**src/rtl/bkm_step_monitor.sv**
```systemverilog
// Two-stage CSD-to-two's-complement decoder for the X/Y results of a BKM step,
// with per-sample overflow and illegal-digit flags plus saturating sample counters.
module bkm_step_monitor #(
    parameter int WD = 64
) (
    input  logic              clk,
    input  logic              arst,
    input  logic              srst,
    input  logic              enable,
    input  logic              valid_in,
    input  logic [2*WD-1:0]   X_n1_csd,
    input  logic [2*WD-1:0]   Y_n1_csd,
    output logic [WD-1:0]     tb_X_n1,
    output logic [WD-1:0]     tb_Y_n1,
    output logic              valid_out,
    output logic              illegal_flag,
    output logic              ovf_X,
    output logic              ovf_Y,
    output logic [15:0]       sample_cnt,
    output logic [15:0]       illegal_cnt
);

    // Per-digit split of each CSD word into +1 / -1 / illegal bit vectors.
    logic [WD-1:0] px_next, nx_next, py_next, ny_next;
    logic [WD-1:0] illx_vec, illy_vec;
    logic          ill_next;

    generate
        for (genvar gi = 0; gi < WD; gi++) begin : g_digit
            assign px_next[gi]  = (X_n1_csd[2*gi+1:2*gi] == 2'b01);
            assign nx_next[gi]  = (X_n1_csd[2*gi+1:2*gi] == 2'b11);
            assign illx_vec[gi] = (X_n1_csd[2*gi+1:2*gi] == 2'b10);
            assign py_next[gi]  = (Y_n1_csd[2*gi+1:2*gi] == 2'b01);
            assign ny_next[gi]  = (Y_n1_csd[2*gi+1:2*gi] == 2'b11);
            assign illy_vec[gi] = (Y_n1_csd[2*gi+1:2*gi] == 2'b10);
        end
    endgenerate

    assign ill_next = (|illx_vec) | (|illy_vec);

    // Stage 1 state
    logic [WD-1:0] px_reg, nx_reg, py_reg, ny_reg;
    logic          ill_reg;
    logic          v1_reg;

    // Stage 2 arithmetic: one extra bit so P - N never wraps.
    logic [WD:0] vx_next, vy_next;
    logic        ovfx_next, ovfy_next;

    always_comb begin
        vx_next   = {1'b0, px_reg} - {1'b0, nx_reg};
        vy_next   = {1'b0, py_reg} - {1'b0, ny_reg};
        // Out of WD-bit signed range exactly when the top two bits disagree.
        ovfx_next = vx_next[WD] ^ vx_next[WD-1];
        ovfy_next = vy_next[WD] ^ vy_next[WD-1];
    end

    always_ff @(posedge clk or posedge arst) begin
        if (arst) begin
            px_reg  <= '0;
            nx_reg  <= '0;
            py_reg  <= '0;
            ny_reg  <= '0;
            ill_reg <= 1'b0;
            v1_reg  <= 1'b0;
        end else if (srst) begin
            px_reg  <= '0;
            nx_reg  <= '0;
            py_reg  <= '0;
            ny_reg  <= '0;
            ill_reg <= 1'b0;
            v1_reg  <= 1'b0;
        end else if (enable) begin
            px_reg  <= px_next;
            nx_reg  <= nx_next;
            py_reg  <= py_next;
            ny_reg  <= ny_next;
            ill_reg <= ill_next;
            v1_reg  <= valid_in;
        end
    end

    // Stage 2: data and flags only load on valid samples so bubbles keep the last result.
    always_ff @(posedge clk or posedge arst) begin
        if (arst) begin
            tb_X_n1      <= '0;
            tb_Y_n1      <= '0;
            valid_out    <= 1'b0;
            illegal_flag <= 1'b0;
            ovf_X        <= 1'b0;
            ovf_Y        <= 1'b0;
        end else if (srst) begin
            tb_X_n1      <= '0;
            tb_Y_n1      <= '0;
            valid_out    <= 1'b0;
            illegal_flag <= 1'b0;
            ovf_X        <= 1'b0;
            ovf_Y        <= 1'b0;
        end else if (enable) begin
            valid_out <= v1_reg;
            if (v1_reg) begin
                tb_X_n1      <= vx_next[WD-1:0];
                tb_Y_n1      <= vy_next[WD-1:0];
                illegal_flag <= ill_reg;
                ovf_X        <= ovfx_next;
                ovf_Y        <= ovfy_next;
            end
        end
    end

    always_ff @(posedge clk or posedge arst) begin
        if (arst) begin
            sample_cnt  <= '0;
            illegal_cnt <= '0;
        end else if (srst) begin
            sample_cnt  <= '0;
            illegal_cnt <= '0;
        end else if (enable && v1_reg) begin
            if (sample_cnt != 16'hFFFF) begin
                sample_cnt <= sample_cnt + 16'd1;
            end
            if (ill_reg && (illegal_cnt != 16'hFFFF)) begin
                illegal_cnt <= illegal_cnt + 16'd1;
            end
        end
    end

endmodule
```
**config.mk**
```make
export PLATFORM = sky130hd
export DESIGN_NAME = bkm_step_monitor
export DESIGN_NICKNAME = d
export VERILOG_FILES = /design/src/rtl/bkm_step_monitor.sv
export SDC_FILE = /design/constraint.sdc
export NUM_CORES = 1
export LEC_CHECK = 0
export ABC_AREA = 1
export CORE_ASPECT_RATIO = 0.8
export CORE_MARGIN = 5
export CORE_UTILIZATION = 51
export CTS_BUF_LIST = sky130_fd_sc_hd__clkbuf_8
export DETAILED_ROUTE_END_ITERATION = 8
export GPL_ROUTABILITY_DRIVEN = 0
export PLACE_DENSITY = 0.81
export SYNTH_ARGS = -nofsm -noshare
export SYNTH_HDL_FRONTEND = slang
export SYNTH_SLANG_ARGS = --single-unit
```
**constraint.sdc**
```tcl
create_clock -name clk -period 12.2 [get_ports clk]
set_input_delay 1.22 -clock clk [delete_from_list [all_inputs] [get_ports clk]]
set_output_delay 1.22 -clock clk [all_outputs]
set_load 0.02 [all_outputs]
```
==> results of run 1 <==
## layout make-up
type                       instances  area share
clock buffer                      90      0.0367
clock inverter                    34     0.00707
inverter                         652      0.0726
multi-input combinational       2775       0.416
sequential                       422       0.313
tap                              702      0.0260
timing repair buffer             437       0.129
## power by group through the flow
stage | Clock [W] | Sequential, W | Combinational [W]
after floorplan | 0 | 0.00157 | 0.000789
after global placement | 0 | 0.00155 | 0.00127
after detailed placement | 0 | 0.00155 | 0.00129
after CTS | 0.00136 | 0.00152 | 0.00130
after global routing | 0.00143 | 0.00153 | 0.00147
final | 0.00134 | 0.00152 | 0.00135
## cells in the mapped netlist (25+ instances only)
cell      number
a21oi_1      213
a32o_1        47
buf_2         25
clkbuf_1      53
dfrtp_1      422
ha_1         132
inv_1        646
nand2_1     1127
nand3_1      218
nor2_1       374
nor3_1        47
o21ai_0      223
o21ai_1       50
o21bai_1      37
o22ai_1      100
o31ai_1       48
## worst max path at each step
stage                        to  slack, ns  depth (start not counted)
global placement    tb_Y_n1[28]       7.63                          8
floorplan               ill_reg       5.29                          1
detailed placement  tb_Y_n1[23]       7.55                          8
CTS                 tb_Y_n1[23]       8.27                          8
finish              tb_Y_n1[23]       8.16                          8
global route        tb_Y_n1[23]       7.96                          8
## kinds of logic (layout without fill, tap and decap cells)
kind of cell / after synthesis / after routing / share of synthesized area
simple gates: 1856 / 1856 / 0.278
compound gates: 761 / 761 / 0.166
buf+inv: 734 / 1213 / 0.102
flops: 422 / 422 / 0.386
fa+ha+maj: 134 / 134 / 0.0618
xor+xnor: 24 / 24 / 0.00767
## metrics by stage
| step | util | total power [W] |
|---|---|---|
| 5_1_grt | 0.631 | 0.00442 |
| 2_1_floorplan | - | 0.00235 |
| 3_5_place_dp | 0.603 | 0.00283 |
| 3_3_place_gp | 0.603 | 0.00281 |
| 6_report | 0.631 | 0.00421 |
| 4_1_cts | 0.631 | 0.00418 |
## metal layers
metal  part of all wire  GRT usage  wire (um)  up-vias
li1                   -          -          -    13600
met1               0.42      0.459      40000    13500
met2               0.41      0.440      38500     1769
met3               0.14      0.112      13400      226
met4              0.032      0.101       3070        4
met5            0.00028          0         27        -
## critical path, delay by kind of cell
kind / cells / cell delay [ns]
AO/OA/AOI/OAI: 2 / 0.39
buffers and inverters: 3 / 2.11
AND/OR/NAND/NOR: 3 / 0.85
==> run_results.csv, run 1 <==
group,metric,value,unit
routing,route.detailed.drc,0,
clock_network,postCtsSetupRepairBufs,0,
min_path,min_path_cells,2,
global_routing,via_count_of_the_first_global_routing_pass,27400,
routing,drt_pass1_iterations,7,
finish,sequential_cell_area,0.0106,mm^2
placed_design,placed_cells_incl_taps,4988,
worst_setup_path,cp_max_fo,81,
sta,hold_viol,0,
routing,routed-via-count,29100,
placed_design,dpl_worst_slack,7.55,ns
power_and_ir_drop,seqPwrFrac,0.361,
sta,achievable-frequency,247,MHz
clock_network,cts_hold_buf,0,
worst_setup_path,critical_path_class,"in -> reg",
worst_setup_path,cp_max_stage_cell,"buf_4",
worst_setup_path,crit_arrival,4.62,ns
worst_setup_path,reg2regPathDepth,9,
sta,fin_crit,4.04,ns
routing,first_iter_violations,3606,
finish,instances_no_fill,5112,
yosys,yosys.area.top_type_share,0.386,
power_and_ir_drop,power_per_cell_area,125,mW/mm^2
finish,n_antenna_cell,0,
clock_network,clk_pin_slew_worst_paths,0.06,ns
power_and_ir_drop,vdd_ir_drop_max,0.0795,mV
sta,fin_worst_skew,0.0232,ns
yosys,synth_area_per_cell,6.97,um^2
finish,layout_common_cells,"1127 x nand2_1, 662 x inv_1, 423 x clkdlybuf4s50_1, 422 x dfrtp_1, 371 x nor2_1",
yosys,register_area_share_after_synthesis,0.386,
power_and_ir_drop,clock_power_share,0.319,
finish,nets,4754,
clock_network,cts_tree,"done",
min_path,worstHoldEndpoint,"tb_X_n1[49]",
worst_setup_path,worstReg2RegEnd,"tb_Y_n1[58]",
yosys,syn-instance-count,3931,
yosys,mappedNetlistNets,4326,
routing,antenna_left,0,
power_and_ir_drop,power_spent_charging_and_discharging_nets,0.00158,W
sta,rsz0062_at_grt,"no",
sta,final.setup.worst_slack,8.16,ns
yosys,synth.lib_cells_used.distinct,49,
power_and_ir_drop,net_sw_frac,0.374,
yosys,yosys_most_used_dff,"dfrtp_1",
placed_design,port-buffer-count,424,
finish,final_common_cell,"nand2_1",
clock_network,cts-htree-levels,3,
finish,fillCellCount,4764,
finish,fin_area,0.0338,mm^2
global_routing,grt_start_max_net_pins,167,
yosys,yosys_warnings,0,
min_path,timing.hold.worst.class,"reg -> reg",
clock_network,clkLatencyLatePin,0.66,ns
floorplan,floorplan.io_pins,425,
power_and_ir_drop,power_report.internal_total,0.00264,W
floorplan,vertical_extent_of_the_die,217,um
sta,setup_tns,0,ns
floorplan,die_width,269,um
clock_network,clock_sink_count,422,
power_and_ir_drop,pwr-share-comb,0.320,
global_routing,initial_antenna_violation_count,3,
min_path,worst_hold_startpoint,"tb_X_n1[49]",
clock_network,postCtsResizedCells,0,
routing,post_drt_via_cell_ratio,5.70,
global_routing,sum_of_overflow_across_all_layers_after_global_routing,0,
floorplan,die_area,0.0585,mm^2
routing,wirelength,95000,um
clock_network,clk_path_buf_depth,3,
global_routing,grt_first_pass_wirelength,147000,um
floorplan,initial_utilization,0.512,
placed_design,hpwl,73500,um
routing,drt-wirelength-per-cell,18.6,um
power_and_ir_drop,cellLeakagePower,17.0,nW
yosys,synthDominantAreaCellType,"dfrtp_1",
sta,timing.final.max_slew_violations,0,
run,timing.max_cap.violations,0,
worst_setup_path,crit_path_frequent_cell,"nand2_1",
sta,setup_violations,0,
finish,flow.area_growth_from_synthesis,23.4,%
finish,area_of_the_multi_input_gates,0.0141,mm^2
worst_setup_path,worst_setup_path_startpoint,"enable",
finish,post_route_cells_drive_above_1_share,0.0381,
worst_setup_path,critical_path_required,12.78,ns
clock_network,clock_tree.root_cell,"clkbuf_8",
global_routing,globalRouteTotalUtil,0.316,
worst_setup_path,timing.reg2reg.setup_slack,9.13,ns
yosys,number_of_enable_flip_flop_cells_after_synthesis,0,
sta,tightest_slew,1.18,ns
yosys,synth_area,0.0274,mm^2
clock_network,cts_inserted_buffers,71,
yosys,ys_ff_latch,422,
worst_setup_path,nature_of_the_critical_path_startpoint,"primary input",
status,outcome,"completed",
floorplan,core.rowCount,76,
worst_setup_path,kind_of_capture_point_of_the_worst_setup_path,"flop",
yosys,synth.area.top_cells,"dfrtp_1 39%, nand2_1 15%, inv_1 8.9%",
yosys,asyncSetResetFlopFracSynth,1.00,
worst_setup_path,critical_path.cell_chain,"clkdlybuf4s50_1 > nand2_1 > nor2_4 > buf_4 > inv_2 > a21oi_1 > o21ai_0 > nand2_1",
sta,max-slew-margin-rel,0.210,
worst_setup_path,regToRegStartpoint,"py_reg[19]",
worst_setup_path,crit_path_max_incr_delay,0.81,ns
floorplan,core_area,0.0535,mm^2
sta,period_share,0.331,
sta,holdWs,0.484,ns
placed_design,postPlaceCellArea,0.0323,mm^2
(Power assumes the default switching activity.)
==> run 2: changes to the inputs <==
Settings changed: CORE_UTILIZATION 51 to 57, PLACE_DENSITY 0.81 to 0.86.
Clock period 12.2 ns to 4 ns, I/O delays scaled along.
==> run_results.csv, run 2 (synthesis results as in run 1) <==
group,metric,value,unit
status,outcome,"complete, but fails checks",
status,violations,"DRC",
power_and_ir_drop,net_sw_frac,0.377,
clock_network,clock_sink_count,422,
worst_setup_path,kind_of_capture_point_of_the_worst_setup_path,"flop",
global_routing,groute.layer.met3.usage,0.112,
routing,first_iter_violations,3718,
worst_setup_path,crit_path_max_incr_delay,0.51,ns
worst_setup_path,crit_arrival,3.26,ns
clock_network,cts_inserted_buffers,69,
routing,route.detailed.drc,1,
clock_network,cts-htree-levels,3,
floorplan,vertical_extent_of_the_die,206,um
power_and_ir_drop,power_spent_charging_and_discharging_nets,0.00482,W
global_routing,busiest_layer,"met1",
sta,fin_crit,2.72,ns
finish,post_route_cells_drive_above_1_share,0.0379,
placed_design,dpl_worst_slack,1.41,ns
placed_design,hpwl,72900,um
global_routing,via_count_of_the_first_global_routing_pass,27400,
clock_network,postCtsResizedCells,0,
power_and_ir_drop,power_per_cell_area,380,mW/mm^2
min_path,timing.hold.worst.class,"in -> reg",
global_routing,met1_usage,0.508,
routing,post_drt_via_cell_ratio,5.86,
clock_network,clk_pin_slew_worst_paths,0.07,ns
finish,layout_common_cells,"1127 x nand2_1, 664 x inv_1, 423 x clkdlybuf4s50_1, 422 x dfrtp_1, 371 x nor2_1",
clock_network,clk_path_buf_depth,3,
placed_design,placed_cells_incl_taps,4907,
floorplan,core.rowCount,71,
routing,wirelength,96000,um
global_routing,initial_antenna_violation_count,6,
sta,setup_violations,0,
power_and_ir_drop,vdd_ir_drop_max,0.257,mV
worst_setup_path,buffers_inverters_on_critical_path,2,
floorplan,die_area,0.0526,mm^2
routing,drt-wirelength-per-cell,19.1,um
power_and_ir_drop,seqPwrFrac,0.363,
placed_design,port-buffer-count,424,
floorplan,die_width,255,um
finish,flow.area_growth_from_synthesis,23.2,%
global_routing,globalRouteTotalUtil,0.352,
worst_setup_path,critPathTopFamily,"simple AND/OR/NAND/NOR gates",
sta,achievable-frequency,367,MHz
global_routing,grt_first_pass_wirelength,147000,um
power_and_ir_drop,pwr-share-comb,0.322,
clock_network,postCtsSetupRepairBufs,0,
global_routing,sum_of_overflow_across_all_layers_after_global_routing,0,
sta,timing.final.max_slew_violations,0,
finish,instances_no_fill,5036,
worst_setup_path,cp_max_stage_cell,"o21bai_1",
sta,rsz0062_at_grt,"no",
worst_setup_path,nature_of_the_critical_path_startpoint,"flop",
global_routing,use_met2,0.500,
worst_setup_path,critical_path.cell_chain,"inv_1 > ha_1 > fa_1 > inv_1 > nand3_1 > nand2_1 > nand2_1 > nand2_1 > a21oi_2 > o21bai_1 > nand2_1 > nand3_1 > nand2_1 > nand3_1 > nand2_1",
run,timing.max_cap.violations,0,
finish,fin_area,0.0337,mm^2
routing,antenna_left,0,
worst_setup_path,cp_max_fo,5,
floorplan,floorplan.io_pins,425,
clock_network,clkLatencyLatePin,0.67,ns
clock_network,clock_tree.root_cell,"clkbuf_8",
worst_setup_path,critical_path_required,4.53,ns
sta,hold_viol,0,
sta,max-slew-margin-rel,0.244,
finish,nets,4753,
placed_design,postPlaceCellArea,0.0323,mm^2
routing,drt_pass1_iterations,8,
floorplan,initial_utilization,0.580,
power_and_ir_drop,clock_power_share,0.316,
sta,fin_worst_skew,0.0331,ns
worst_setup_path,crit_path_frequent_cell,"nand2_1",
global_routing,grt_start_max_net_pins,167,
worst_setup_path,critical_path_class,"reg -> reg",
power_and_ir_drop,power_report.internal_total,0.00798,W
sta,tightest_slew,1.13,ns
clock_network,cts_tree,"done",
power_and_ir_drop,cellLeakagePower,17.0,nW
finish,final_common_cell,"nand2_1",
sta,setup_tns,0,ns
routing,routed-via-count,29500,
sta,period_share,0.681,
floorplan,core_area,0.0473,mm^2
finish,fillCellCount,3807,
sta,final.setup.worst_slack,1.28,ns
clock_network,cts_hold_buf,0,
-- run 2: cell types whose count changed in the layout (fill, tap and decap cells not counted), moves of 2 or more --
cell,before,now
clkbuf_8,90,86
inv_1,662,664
clkinv_2,7,10
buf_4,12,7
diode_2,0,5
clkinvlp_4,6,4
buf_12,1,7
-- run 2: per-layer routing --
| metal | share of wire | routed length, um |
|---|---|---|
| met2 | 0.41 | 39400 |
| met5 | 0.00014 | 13 |
| met4 | 0.038 | 3690 |
| met3 | 0.14 | 13700 |
| met1 | 0.41 | 39200 |
-- run 2: final cells by class --
class | instances | area (um^2) | area share
Multi-Input combinational cell | 2775 | 14100 | 0.417
Sequential cell | 422 | 10600 | 0.313
Timing Repair Buffer | 438 | 4430 | 0.131
Inverter | 652 | 2450 | 0.0727
Clock buffer | 86 | 1180 | 0.0351
Tap cell | 620 | 776 | 0.0230
Clock inverter | 38 | 255 | 0.00757
Antenna cell | 5 | 12.5 | 0.000371
-- run 2: stage by stage --
stage	utilization	total power, W	hold WS, ns
2_1_floorplan	-	0.00718	0.449
3_3_place_gp	0.683	0.00856	0.462
3_5_place_dp	0.683	0.00864	0.470
4_1_cts	0.714	0.0127	0.277
5_1_grt	0.714	0.0134	0.303
6_report	0.714	0.0128	0.325
-- run 2: worst paths after layout --
check | from | endpoint | slack (ns) | depth (start not counted)
max in group asynchronous | arst | px_reg[41] | 3.00 | 3
worst max register to register | px_reg[0] | tb_X_n1[52] | 1.28 | 15
worst min-delay path | X_n1_csd[89] | px_reg[44] | 0.33 | 2
min in group asynchronous | arst | px_reg[10] | 0.34 | 3
worst min register to register | tb_X_n1[11] | tb_X_n1[11] | 0.48 | 2
worst max-delay path | px_reg[0] | tb_X_n1[52] | 1.28 | 15
-- run 2: power groups by stage --
stage | Clock [W] | Combinational (W) | Sequential (W)
floorplan | 0 | 0.00241 | 0.00477
global placement | 0 | 0.00386 | 0.00471
detailed placement | 0 | 0.00392 | 0.00471
CTS | 0.00406 | 0.00395 | 0.00464
global route | 0.00425 | 0.00446 | 0.00466
finish | 0.00404 | 0.00412 | 0.00464
-- run 2: worst register-to-register path: stages (launching register included) --
cell and delay, ns:
dfrtp_1 0.32, inv_1 0.07, ha_1 0.21, fa_1 0.40, inv_1 0.07, nand3_1 0.06, nand2_1 0.14, nand2_1 0.07
nand2_1 0.16, a21oi_2 0.13, o21bai_1 0.51, nand2_1 0.17, nand3_1 0.10, nand2_1 0.05, nand3_1 0.07, nand2_1 0.06
